$ cat src/rtl/zero_pad_pkg.sv
// -----------------------------------------------------------------------------
// zero_pad_pkg
// Shared types and elaboration-time helpers for the streaming zero-padder.
//   pad_state_e : padder control state (idle / walking a frame)
//   out_dim     : padded dimension, img + 2*pad
//   cnt_w       : counter width for n positions, never below 1 bit
// -----------------------------------------------------------------------------
package zero_pad_pkg;

  typedef enum logic {
    PAD_IDLE = 1'b0,
    PAD_RUN  = 1'b1
  } pad_state_e;

  function automatic int out_dim(input int img, input int pad);
    return img + 2 * pad;
  endfunction

  function automatic int cnt_w(input int n);
    return (n <= 2) ? 1 : $clog2(n);
  endfunction

endpackage

$ cat src/rtl/zero_pad_pos_cnt.sv
// -----------------------------------------------------------------------------
// zero_pad_pos_cnt
// Raster-order position counter over a W x H grid, column fastest.
// Ports:
//   clk, reset   : clock, synchronous active-high reset
//   inc          : advance one position (wraps (H-1,W-1) -> (0,0))
//   clr          : force position back to (0,0); wins over inc
//   row, col     : current position
//   last_col     : col == W-1
//   last_pos     : row == H-1 && col == W-1
// -----------------------------------------------------------------------------
module zero_pad_pos_cnt
  import zero_pad_pkg::*;
#(
  parameter int W = 5,
  parameter int H = 5
) (
  input  logic                  clk,
  input  logic                  reset,
  input  logic                  inc,
  input  logic                  clr,
  output logic [cnt_w(H)-1:0]   row,
  output logic [cnt_w(W)-1:0]   col,
  output logic                  last_col,
  output logic                  last_pos
);

  localparam int RW = cnt_w(H);
  localparam int CW = cnt_w(W);
  localparam logic [RW-1:0] ROW_MAX = RW'(H - 1);
  localparam logic [CW-1:0] COL_MAX = CW'(W - 1);

  logic [RW-1:0] r_row;
  logic [CW-1:0] r_col;
  logic          w_last_col;
  logic          w_last_row;

  assign w_last_col = (r_col == COL_MAX);
  assign w_last_row = (r_row == ROW_MAX);

  always_ff @(posedge clk) begin
    if (reset || clr) begin
      r_row <= '0;
      r_col <= '0;
    end else if (inc) begin
      if (w_last_col) begin
        r_col <= '0;
        r_row <= w_last_row ? '0 : r_row + RW'(1);
      end else begin
        r_col <= r_col + CW'(1);
      end
    end
  end

  assign row      = r_row;
  assign col      = r_col;
  assign last_col = w_last_col;
  assign last_pos = w_last_col && w_last_row;

endmodule

$ cat src/rtl/zero_pad_stream.sv
// -----------------------------------------------------------------------------
// zero_pad_stream
// Streaming zero-padder: takes an IMG_H x IMG_W map in raster order (CH lanes
// per beat) and emits the (IMG_H+2*PAD) x (IMG_W+2*PAD) map with PAD rings of
// zeros, plus sof/eol/eof markers. Border beats are generated locally and never
// wait on the input; interior beats pass input data through bit-exact.
// Ports:
//   clk, reset         : clock, synchronous active-high reset
//   en                 : start a frame from idle / continue into the next frame
//   in_valid/in_ready  : input handshake, in_data lane k at [k*DATA_W +: DATA_W]
//   out_valid/out_ready: output handshake (out_valid registered)
//   out_data           : padded beat
//   out_sof/eol/eof    : first beat of frame / last beat of row / last of frame
//   busy               : a frame is in progress
//   frame_cnt          : completed-frame count, only with ZERO_PAD_FRAME_CNT_EN
// Build option: define ZERO_PAD_FRAME_CNT_EN to add the frame_cnt port.
// -----------------------------------------------------------------------------
module zero_pad_stream
  import zero_pad_pkg::*;
#(
  parameter int DATA_W = 32,
  parameter int CH     = 1,
  parameter int IMG_W  = 5,
  parameter int IMG_H  = 5,
  parameter int PAD    = 1
) (
  input  logic                 clk,
  input  logic                 reset,
  input  logic                 en,
  input  logic                 in_valid,
  output logic                 in_ready,
  input  logic [CH*DATA_W-1:0] in_data,
  output logic                 out_valid,
  input  logic                 out_ready,
  output logic [CH*DATA_W-1:0] out_data,
  output logic                 out_sof,
  output logic                 out_eol,
  output logic                 out_eof,
  output logic                 busy
`ifdef ZERO_PAD_FRAME_CNT_EN
  ,
  output logic [15:0]          frame_cnt
`endif
);

  localparam int OW = out_dim(IMG_W, PAD);
  localparam int OH = out_dim(IMG_H, PAD);
  localparam int RW = cnt_w(OH);
  localparam int CW = cnt_w(OW);

  pad_state_e          r_state;
  logic                r_out_valid;
  logic [CH*DATA_W-1:0] r_out_data;
  logic                r_out_sof;
  logic                r_out_eol;
  logic                r_out_eof;

  logic [RW-1:0]       w_row;
  logic [CW-1:0]       w_col;
  logic                w_last_col;
  logic                w_last_pos;
  logic                w_interior;
  logic                w_slot;
  logic                w_run;
  logic                w_load;

  zero_pad_pos_cnt #(
    .W (OW),
    .H (OH)
  ) u_pos (
    .clk      (clk),
    .reset    (reset),
    .inc      (w_load),
    .clr      (r_state == PAD_IDLE),
    .row      (w_row),
    .col      (w_col),
    .last_col (w_last_col),
    .last_pos (w_last_pos)
  );

  // With no padding every position is interior; this also avoids a
  // comparison against zero that is always true.
  generate
    if (PAD == 0) begin : g_nopad
      assign w_interior = 1'b1;
    end else begin : g_pad
      localparam logic [RW-1:0] ROW_LO = RW'(PAD);
      localparam logic [RW-1:0] ROW_HI = RW'(PAD + IMG_H - 1);
      localparam logic [CW-1:0] COL_LO = CW'(PAD);
      localparam logic [CW-1:0] COL_HI = CW'(PAD + IMG_W - 1);
      assign w_interior = (w_row >= ROW_LO) && (w_row <= ROW_HI) &&
                          (w_col >= COL_LO) && (w_col <= COL_HI);
    end
  endgenerate

  // Output slot free when empty or being drained this cycle.
  assign w_slot   = !r_out_valid || out_ready;
  assign w_run    = (r_state == PAD_RUN);
  assign w_load   = w_slot && w_run && (!w_interior || in_valid);
  assign in_ready = w_slot && w_run && w_interior && !reset;

  always_ff @(posedge clk) begin
    if (reset) begin
      r_state     <= PAD_IDLE;
      r_out_valid <= 1'b0;
      r_out_data  <= '0;
      r_out_sof   <= 1'b0;
      r_out_eol   <= 1'b0;
      r_out_eof   <= 1'b0;
    end else begin
      case (r_state)
        PAD_IDLE: if (en) r_state <= PAD_RUN;
        PAD_RUN:  if (w_load && w_last_pos && !en) r_state <= PAD_IDLE;
        default:  r_state <= PAD_IDLE;
      endcase

      if (w_load) begin
        r_out_valid <= 1'b1;
        r_out_data  <= w_interior ? in_data : '0;
        r_out_sof   <= (w_row == '0) && (w_col == '0);
        r_out_eol   <= w_last_col;
        r_out_eof   <= w_last_pos;
      end else if (out_ready) begin
        r_out_valid <= 1'b0;
      end
    end
  end

  assign out_valid = r_out_valid;
  assign out_data  = r_out_data;
  assign out_sof   = r_out_sof;
  assign out_eol   = r_out_eol;
  assign out_eof   = r_out_eof;
  assign busy      = w_run;

`ifdef ZERO_PAD_FRAME_CNT_EN
  logic [15:0] r_frame_cnt;

  // A frame counts once its eof beat is taken downstream; wraps naturally.
  always_ff @(posedge clk) begin
    if (reset) begin
      r_frame_cnt <= '0;
    end else if (r_out_valid && out_ready && r_out_eof) begin
      r_frame_cnt <= r_frame_cnt + 16'd1;
    end
  end

  assign frame_cnt = r_frame_cnt;
`endif

endmodule
$ cat config.mk
export PLATFORM = sky130hd
export DESIGN_NAME = zero_pad_stream
export DESIGN_NICKNAME = d
export VERILOG_FILES = /design/src/rtl/zero_pad_pkg.sv /design/src/rtl/zero_pad_pos_cnt.sv /design/src/rtl/zero_pad_stream.sv
export SDC_FILE = /design/constraint.sdc
export NUM_CORES = 1
export LEC_CHECK = 0
export ABC_AREA = 1
export BUFFER_PORTS_ARGS = -buffer_cell sky130_fd_sc_hd__buf_2
export CAP_MARGIN = 10
export CELL_PAD_IN_SITES_DETAIL_PLACEMENT = 0
export CELL_PAD_IN_SITES_GLOBAL_PLACEMENT = 1
export CORE_UTILIZATION = 35
export DETAILED_ROUTE_END_ITERATION = 10
export PLACE_DENSITY_LB_ADDON = 0.1
export SETUP_SLACK_MARGIN = 0.1
export SLEW_MARGIN = 10
export SYNTH_ARGS = -nofsm -noshare
export SYNTH_HDL_FRONTEND = slang
export SYNTH_SLANG_ARGS = --single-unit
$ cat constraint.sdc
create_clock -name clk -period 2.8 [get_ports clk]
set_input_delay 0.56 -clock clk [delete_from_list [all_inputs] [get_ports clk]]
set_output_delay 0.56 -clock clk [all_outputs]
set_load 0.01 [all_outputs]
Word-level counts from Yosys, hierarchy flattened

Cells that the tools add are included.
Widths: inputs -> output; s select.

Div/mod/pow operators: 0
Reductions and logical operators: 22
$lt $le $gt $ge: 4
$mul: 0
Eq/ne operators: 2
Bitwise operators: 1
Add/subtract/negate cells: 2
Multiplexer cells: 8
Shift-type cells: 0

Operators by type and width:

| kind                | number |
|---|---|
| $mux 32             | 1 |
| $logic_and 1x1->1   | 11 |
| $add 3x1->3 const B | 2 |
| $eq 3x3->1 const B  | 2 |
| $ge 3x1->1 const B  | 2 |
| $le 3x3->1 const B  | 2 |
| $logic_not 3->1     | 2 |
| $mux 3              | 2 |
| $logic_not 1->1     | 4 |
| $mux 1              | 4 |
| $logic_or 1x1->1    | 3 |
| $pmux 1 s2          | 1 |
| $reduce_and 2->1    | 1 |
| $reduce_bool 2->1   | 1 |
| $not 1->1           | 1 |

Output and inout bits: 38
Memories: 0
Input bits: 37
RAM bits: 0
Memory bits (read-only): 0
Latch bits: 0
Register bits after elaboration: 43
Word-level logic and storage cells: 47

Logic depth before layout (Yosys ltp)

Depth after elaboration: 11
Depth in mapped cells: 9
Mapped depth without buffers: 7

Modules after synthesis

Synthesis repeated with hierarchy kept, for this count alone.

Cell total of the unflattened synthesis: 236
Area total of the unflattened synthesis: 1820.5 µm²

Modules (own cells, without submodules):

| module           | times used | seq. area each (µm²) | area an instance (µm²) | cells an instance |
|---|---|---|---|---|
| zero_pad_stream  | 1          | 740.7                | 1483.9                 | 186 |
| zero_pad_pos_cnt | 1          | 120.1                | 336.6                  | 50 |

Worst setup path before layout

No wires, ideal clock.

Kind: reg-to-output
Start: reg u_pos.r_col[0], in the netlist u_pos.col[0]
End: out in_ready
Data arrival time: 1145 ps
Buffers on the path: 2
Required time: 2240 ps
Path slack: 1095 ps
Cell stages (with the launch flop): 7
Path through: dfxtp_1 buf_2 nor2_1 nand2_2 nand3_2 buf_2 nor3_1

Cells in the longest elaborated chain, start to end: 5
Elaborated cells between the ends (all ways): 6
Those cells by class: 2 x order compare; 4 x reduce/logical

RTL lines:

| element                            | RTL line               | source |
|---|---|---|
| start: declaration                 | zero_pad_pos_cnt.sv:34 | `logic [CW-1:0] r_col;` |
| start signal: assignment           | zero_pad_pos_cnt.sv:50 | `r_col <= r_col + CW'(1);` |
| $ge 3x1->1                         | zero_pad_stream.sv:92  | `(w_col >= COL_LO) && (w_col <= COL_HI);` |
| $logic_and 1x1->1                  | zero_pad_stream.sv:91  | `assign w_interior = (w_row >= ROW_LO) && (w_row <= ROW_HI) &&` |
| $logic_and 1x1->1 (*)              | zero_pad_stream.sv:92  |  |
| $logic_and 1x1->1 (*) (2 in a row) | zero_pad_stream.sv:100 | `assign in_ready = w_slot && w_run && w_interior && !reset;` |
| end: declaration                   | zero_pad_stream.sv:31  | `output logic in_ready,` |

Every way passes the cells marked *; elsewhere a longest branch is shown, timed or not.

Worst setup path in the final report

Same ends and word-level chain as after synthesis.

==> impl_metrics.json <==
{
  "synth_edf_count": 0,
  "drt-met1-wl_um": 2370,
  "start_util": 0.374,
  "dp_hpwl_um": 3260,
  "htree_num_levels": 2,
  "synthCells": 292,
  "met2_wirelength_um": 2380,
  "status": "finished clean",
  "p_leak_nw": 1.19,
  "syn2layout_area_growth_pct": 25.8,
  "ys_seq_elements": 43,
  "first_pass_iters": 4,
  "grt_pass1_vias": 1799,
  "post-place-ws_ps": 1000,
  "vias": 1964,
  "crit_type": "flip-flop to output port",
  "cts_resized": 0,
  "finalClockSkew_ps": 4.84,
  "ant_nets": 0,
  "async_flop_share": 0,
  "drive_above_1_share": 0.253,
  "grtUsageTotal": 0.178,
  "worst_pin_slew_ps": 450,
  "synth_flop_cell": "dfxtp_1",
  "clockBufferDepth": 2,
  "power_density_nw_per_um2": 466,
  "grt_overflow_total": 0,
  "syn_area_um2": 1970,
  "yosysWarnings": 0,
  "wl_per_cell_um": 11.9,
  "pwr-share-seq": 0.537,
  "die_w_um": 77.0,
  "reg2reg_setup_slack_ps": 1130,
  "worst_slack_ps": 920,
  "cp_slowest_cell": "dfxtp_1",
  "place_congestion": 0.785,
  "synth_top_area_cell": "dfxtp_1",
  "regArea_um2": 861,
  "antenna_found_initial": 0,
  "die_area_um2": 5930,
  "die_height_um": 77.0,
  "io_buffers": 74,
  "synthTopCellsByCount": "nand2_1 (54), a21oi_1 (45), dfxtp_1 (43)",
  "rows": 26,
  "start_kind": "flip-flop",
  "timing.fmax_mhz": 532,
  "syn_avg_cell_area_um2": 6.75,
  "combPwrFrac": 0.095,
  "grt_max_degree": 42,
  "multiInputGateArea_um2": 861,
  "critPathTopFamily": "flip-flops",
  "arrival_ps": 1320,
  "route.detailed.drc": 0,
  "boundaryPins": 75,
  "root_buffer": "clkbuf_8",
  "path_buf_inv": 1,
  "cell_internal_pwr_uw": 880,
  "dr_wl_met3_um": 283,
  "fillers": 591,
  "clk_latency_ps": 290,
  "setup_viol": 0,
  "ir_drop_mv": 0.225,
  "cts.sinks": 43,
  "clkTransAtPathRegs_ps": 70,
  "path_cells": "nor2_1 > nand2_2 > nand3_2 > nor3_1 > buf_2",
  "ctsHoldBuffers": 0,
  "yosysSeqAreaShare": 0.437,
  "cts-buffers-inserted": 5,
  "final.setup.tns_ps": 0,
  "drtIter0Drc": 66,
  "core-area_um2": 5270,
  "highest_layer": "met4",
  "cts_setup_buffers": 0,
  "drt_wl_total_um": 5100,
  "cts_tree": "yes",
  "min_period_over_period": 0.671,
  "grt_pass1_wl_um": 8450,
  "maxCapViolCount": 0,
  "critPathCaptureType": "output port",
  "slew_viol_final": 0,
  "slew_headroom": 0.700,
  "p_clk_frac": 0.368,
  "crit_fanout": 8,
  "yosysMostFrequentCell": "nand2_1",
  "switching_power_uw": 275,
  "critPathRequiredTime_ps": 2240,
  "sw_frac_of_total": 0.238,
  "hold_violations": 0,
  "ys_types": 19,
  "vias_per_cell": 4.58,
  "yosysTopAreaCellShare": 0.437,
  "rsz0062_at_grt": "no",
  "critPathMaxStageDelay_ps": 450,
  "min_path_type": "flip-flop to flip-flop",
  "diodes": 0,
  "fin_crit_ps": 1880,
  "syn_nets": 329,
  "layout.nets": 395,
  "synth_area_leaders": "dfxtp_1 (44%), a21oi_1 (11%), nand2_1 (10%)"
}
[logic make-up (layout without fill, tap and decap cells)]
logic type	count (synthesis)	count (layout)	share of synthesized area
and+or+nand+nor	143	143	0.320
DFF	43	43	0.437
buffers and inverters	60	127	0.126
AOI/OAI and AO/OA	46	46	0.117
[per-stage QoR]
stage	instance area, µm²	power (mW)	cells	hold WS [ps]	util
after floorplan	1970	0.699	292	466	-
after global placement	2380	0.746	421	448	0.452
after detailed placement	2380	0.747	421	449	0.452
after CTS	2480	1.18	429	462	0.471
after global routing	2480	1.21	429	473	0.471
final	2480	1.16	429	460	0.471
[per-layer routing]
metal,GRT usage,vias up
met3,0.0452,7
met5,0,-
met2,0.306,47
met4,0.0623,0
met1,0.213,856
li1,-,1054
[power groups by stage]
stage	Sequential, mW	Clock [mW]	Combinational [mW]
3_3_place_gp	0.635	0	0.111
3_5_place_dp	0.635	0	0.112
4_1_cts	0.621	0.445	0.112
6_report	0.621	0.425	0.110
2_1_floorplan	0.635	0	0.0642
5_1_grt	0.622	0.466	0.124
[layout make-up]
class | count | share of cell area
Clock buffer | 8 | 0.0404
Tap cell | 70 | 0.0353
Sequential cell | 43 | 0.347
Inverter | 40 | 0.0605
Timing Repair Buffer | 79 | 0.170
Multi-Input combinational cell | 189 | 0.347
[registers in the layout, summed over array words and instances (netlist names)]
register   cells
out_data      32
out_eof        1
out_sof        1
out_valid      1
u_pos.row      3
out_eol        1
busy           1
u_pos.col      3
[cell usage in the layout, fill, tap and decap left out, drive strengths merged]
master / synthesis / layout
nand4: 5 / 5
nor2: 39 / 39
clkinv: 1 / 1
dfxtp: 43 / 43
nand2: 56 / 56
a21oi: 45 / 45
inv: 39 / 39
nor3: 1 / 1
clkbuf: 8 / 8
nand3: 41 / 41
buf: 12 / 79
nor3b: 1 / 1
o21ai: 1 / 1
[worst min-delay path, stage by stage, from the launching register on]
cell and delay (ps):
dfxtp_1 310, nand2_1 60, a21oi_1 50
[final timing paths]
| check | start | end | cells past startpoint |
|---|---|---|---|
| setup / recovery | u_pos.col[0] | in_ready | 5 |
| hold / removal | out_data[31] | out_data[31] | 2 |
| setup reg to reg | u_pos.row[0] | u_pos.row[1] | 7 |
| hold reg to reg | out_data[31] | out_data[31] | 2 |
No activity file was read; power rests on OpenSTA's default activity.
